`src/rtl/beam_sum_sequencer.sv`:
```
// beam_sum_sequencer: single-adder time-multiplexed sum of N_CH signed channel samples per frame.
module beam_sum_sequencer #(
  parameter int N_CH  = 16,
  parameter int IN_W  = 19,
  parameter int OUT_W = 23,
  parameter int CNT_W = 4
) (
  input  logic             clk,
  input  logic             rst_n,
  input  logic [IN_W-1:0]  in_data,
  input  logic             in_first,
  input  logic             in_valid,
  output logic             in_ready,
  output logic [CNT_W-1:0] ch_idx,
  output logic [OUT_W-1:0] out_sum,
  output logic             out_valid,
  input  logic             out_ready,
  output logic             frame_err,
  output logic             busy
);
  typedef enum logic [1:0] {IDLE, ACCUM, OUTPUT} state_t;
  state_t state_q, state_d;
  logic [OUT_W-1:0] acc_q, acc_d, out_sum_q, out_sum_d, ext;
  logic [CNT_W-1:0] ch_idx_q, ch_idx_d;
  logic out_valid_q, out_valid_d, frame_err_q, frame_err_d, xfer;
  assign ext       = {{(OUT_W-IN_W){in_data[IN_W-1]}}, in_data};
  assign in_ready  = state_q != OUTPUT;
  assign xfer      = in_valid && in_ready;
  assign busy      = state_q != IDLE;
  assign ch_idx    = ch_idx_q;
  assign out_sum   = out_sum_q;
  assign out_valid = out_valid_q;
  assign frame_err = frame_err_q;
  always_comb begin
    state_d     = state_q;
    acc_d       = acc_q;
    ch_idx_d    = ch_idx_q;
    out_sum_d   = out_sum_q;
    out_valid_d = out_valid_q;
    frame_err_d = 1'b0;
    case (state_q)
      IDLE: if (xfer) begin
        if (in_first) begin
          acc_d    = ext;
          ch_idx_d = CNT_W'(1);
          state_d  = ACCUM;
        end else frame_err_d = 1'b1;
      end
      ACCUM: if (xfer) begin
        if (in_first) begin
          // premature frame start: drop the partial sum and restart on this sample
          frame_err_d = 1'b1;
          acc_d       = ext;
          ch_idx_d    = CNT_W'(1);
        end else if (ch_idx_q == CNT_W'(N_CH-1)) begin
          out_sum_d   = acc_q + ext;
          out_valid_d = 1'b1;
          ch_idx_d    = '0;
          state_d     = OUTPUT;
        end else begin
          acc_d    = acc_q + ext;
          ch_idx_d = ch_idx_q + CNT_W'(1);
        end
      end
      OUTPUT: if (out_valid_q && out_ready) begin
        out_valid_d = 1'b0;
        state_d     = IDLE;
      end
      default: state_d = IDLE;
    endcase
  end
  always_ff @(posedge clk or negedge rst_n) begin
    if (!rst_n) begin
      state_q     <= IDLE;
      acc_q       <= '0;
      ch_idx_q    <= '0;
      out_sum_q   <= '0;
      out_valid_q <= 1'b0;
      frame_err_q <= 1'b0;
    end else begin
      state_q     <= state_d;
      acc_q       <= acc_d;
      ch_idx_q    <= ch_idx_d;
      out_sum_q   <= out_sum_d;
      out_valid_q <= out_valid_d;
      frame_err_q <= frame_err_d;
    end
  end
endmodule

```
`config.mk`:
```
export PLATFORM = sky130hd
export DESIGN_NAME = beam_sum_sequencer
export DESIGN_NICKNAME = d
export VERILOG_FILES = /design/src/rtl/beam_sum_sequencer.sv
export SDC_FILE = /design/constraint.sdc
export NUM_CORES = 1
export LEC_CHECK = 0
export BUFFER_PORTS_ARGS = -buffer_cell sky130_fd_sc_hd__buf_2
export CORE_MARGIN = 1
export CORE_UTILIZATION = 45
export CTS_CLUSTER_SIZE = 12
export DETAILED_ROUTE_END_ITERATION = 6
export GPL_TIMING_DRIVEN = 0
export PLACE_DENSITY = 0.66
export RECOVER_POWER = 50
export SLEW_MARGIN = 20
export SYNTH_ARGS = -nofsm -noshare
export SYNTH_HDL_FRONTEND = slang
export SYNTH_SLANG_ARGS = --single-unit
export TNS_END_PERCENT = 10
```
`constraint.sdc`:
```
create_clock -name clk -period 3.7 [get_ports clk]
set_clock_uncertainty 0.2 [all_clocks]
set_input_delay 0.74 -clock clk [delete_from_list [all_inputs] [get_ports clk]]
set_output_delay 0.74 -clock clk [all_outputs]
set_load 0.02 [all_outputs]
```
==> reports/results.tsv <==
metric	value	unit
insertion_delay	310	ps
drc_errors	0	
clock-root-buffer	clkbuf_8	
dp_slack	330	ps
grt-ovfl-total	0	
r2r-start	acc_q[0]$_DFFE_PN0P_	
worstSetupStartpoint	in_data[0]	
totalWireLength	8.75	mm
pin_count	55	
timing.final.max_slew_violations	0	
synthCells	402	
grt.total_usage	21.9	%
synth-seq-area-share	38.1	%
ys_types	53	
slew_headroom	8.88	%
ys_ff_latch	54	
clk_pin_slew	100	ps
static-leakage-power	0.00191	uW
coreArea	0.00769	mm2
fp.dieH	90.8	um
via_per_inst	5.58	
min_period	3030	ps
whs_path_depth	2	
post-route-cell-area	0.00404	mm2
numCtsBuffers	5	
worst_setup_path_end_kind	register	
final_net_count	512	
status	finished clean	
start_util	46.1	%
syn2layout_area_growth	14.0	%
syn_avg_cell_area	8.82	um2
cts_tree	yes	
dp.cells	558	
drv_cap	0	
fill_cells	765	
multi_input_area	0.00205	mm2
period_share	81.8	%
tightestPinTransition	1370	ps
netlist_area	0.00355	mm2
setup_viol_count_final	0	
num_vias	3151	
antenna_left	0	
io_buffers	54	
hpwl	6.39	mm
min-delay-start	out_sum[13]$_DFFE_PN0P_	
dpl_cell_area	0.00395	mm2
grt_pass1_vias	2892	
cp-start-kind	input pin	
firstDrtPassIters	4	
max-vdd-ir-drop	0.000218	V
drt_iter0_drc	171	
required	3700	ps
hold_violations	0	
cts_setup_buffers	0	
post-route-util	52.6	%
power.density	540	mW/mm2
hold_path_class	reg2reg	
clock-sinks	54	
ys.flop_type	dfrtp_1	
regToRegSetupSlack	830	ps
rr_endpoint	acc_q[22]$_DFFE_PN0P_	
rsz0062_at_grt	no	
ctsHtreeMaxLevel	2	
drive_gt1_share	15.6	%
wire_per_inst	15.5	um
seqCellArea	0.00135	mm2
ctsResizeCount	0	
diodes	0	
hold_buffers	0	
grt_first_pass_wirelength	14.4	mm
reg2regPathDepth	10	
hold-path-endpoint	out_sum[13]$_DFFE_PN0P_	
worstPathMaxFanout	5	
synth_warnings	0	
setup_ws	673	ps
grt_max_degree	55	
clockBufferDepth	2	
synth_edf_count	0	
num_rows	32	
die_area	0.00824	mm2
crit_type	in2reg	
place_congestion	0.868	
finalNonFillerCells	565	
cp_data_arrival_time	3030	ps
async_reset_ff_share	100	%
fin_tns_setup	0	ps
fmax	330	MHz
antenna_found_initial	0	
syn_nets	451	
die_width	90.8	um
==> report_power, final <==
group          internal (uW)  switching, uW  total (uW)
Sequential               678           65.2         743
Combinational            429            596        1020
Clock                    217            198         415
==> layout make-up <==
class	instances	share of cell area, %
Multi-Input combinational cell	319	50.7
Sequential cell	54	33.4
Timing Repair Buffer	54	6.37
Tap cell	102	3.16
Buffer	19	2.66
Clock buffer	6	2.04
Inverter	10	0.928
Clock inverter	1	0.743
==> cells in the final DEF, fill, tap and decap left out, drive strengths merged, types with 2 or more instances in the layout <==
cell type and instances:
a211oi 5, a21o 10, a21oi 50, a31oi 6, and3 8, and4 2, buf 47, clkbuf 31
dfrtp 54, ha 24, inv 10, mux2 4, mux2i 2, nand2 53, nand2b 4, nand3 12
nand4 8, nor2 17, nor2b 4, nor3 4, nor4 2, o211ai 3, o21a 7, o21ai 46
o21bai 4, o22ai 3, or2 3, or4 2, xnor2 11, xor2 11
==> sequential cells by signal, indices dropped and copies added (netlist names) <==
register and cells:
ch_idx 4, out_valid 1, frame_err 1, state_q 2, out_sum 23, acc_q 23
==> critical path, cell delays in order <==
cell and delay (ps):
buf_2 100, ha_1 190, inv_1 60, fa_1 400
nor2b_1 190, o211ai_2 150, a2111oi_2 480, nor4_4 110
a21oi_2 270, mux2i_1 240, nand4_1 100
==> per-stage QoR <==
| stage | hold WS, ps | total power [uW] |
|---|---|---|
| final | 285 | 2180 |
| after global placement | 259 | 1740 |
| after detailed placement | 265 | 1760 |
| after global routing | 323 | 2340 |
| after floorplan | 244 | 1540 |
| after CTS | 288 | 2180 |
==> cell usage after synthesis (2+ instances only) <==
library cell,n,area share [%]
nor2b_1,3,0.53
nor2_1,17,1.8
a21oi_1,48,6.8
a21o_1,9,1.9
o21ai_0,45,6.4
nand2_1,53,5.6
mux2i_1,2,0.56
o21bai_1,4,0.85
nand4_1,8,1.4
o22ai_1,3,0.53
nand3_1,12,1.7
o211ai_1,2,0.42
a31oi_1,6,1.1
nand2b_1,4,0.71
or2_2,3,0.53
a211oi_1,5,1.1
mux2_2,4,1.3
xnor2_1,11,2.7
o21a_1,7,1.5
xor2_1,11,2.7
nor3_1,4,0.56
dfrtp_1,54,38
clkbuf_1,14,1.5
inv_1,10,1.1
buf_6,4,1.3
and3_1,7,1.2
and4_1,2,0.49
or4_1,2,0.42
ha_1,24,8.5
==> worst max path at each step <==
stage,to,slack [ps]
global placement,acc_q[22]$_DFFE_PN0P_,400
detailed placement,acc_q[22]$_DFFE_PN0P_,330
floorplan,acc_q[22]$_DFFE_PN0P_,740
finish,acc_q[22]$_DFFE_PN0P_,670
global route,acc_q[22]$_DFFE_PN0P_,520
CTS,acc_q[22]$_DFFE_PN0P_,690
==> layer usage <==
layer  vias up  part of all wire, %  GRT usage, %
li1       1575                    -             -
met1      1489                   50          31.3
met2        79                   45          34.8
met3         8                  4.2          3.45
met4         0                  1.0          5.16
met5         -                    0             0
==> logic make-up after synthesis <==
group	after synthesis	synth area share (%)
multiplexers	6	1.83
adder cells (fa/ha/maj)	25	9.03
XOR/XNOR	22	5.43
flip-flops	54	38.1
buffers and inverters	29	4.09
AO/OA/AOI/OAI	141	23.7
AND/OR/NAND/NOR	125	17.7
No activity file was read; power rests on OpenSTA's default activity.
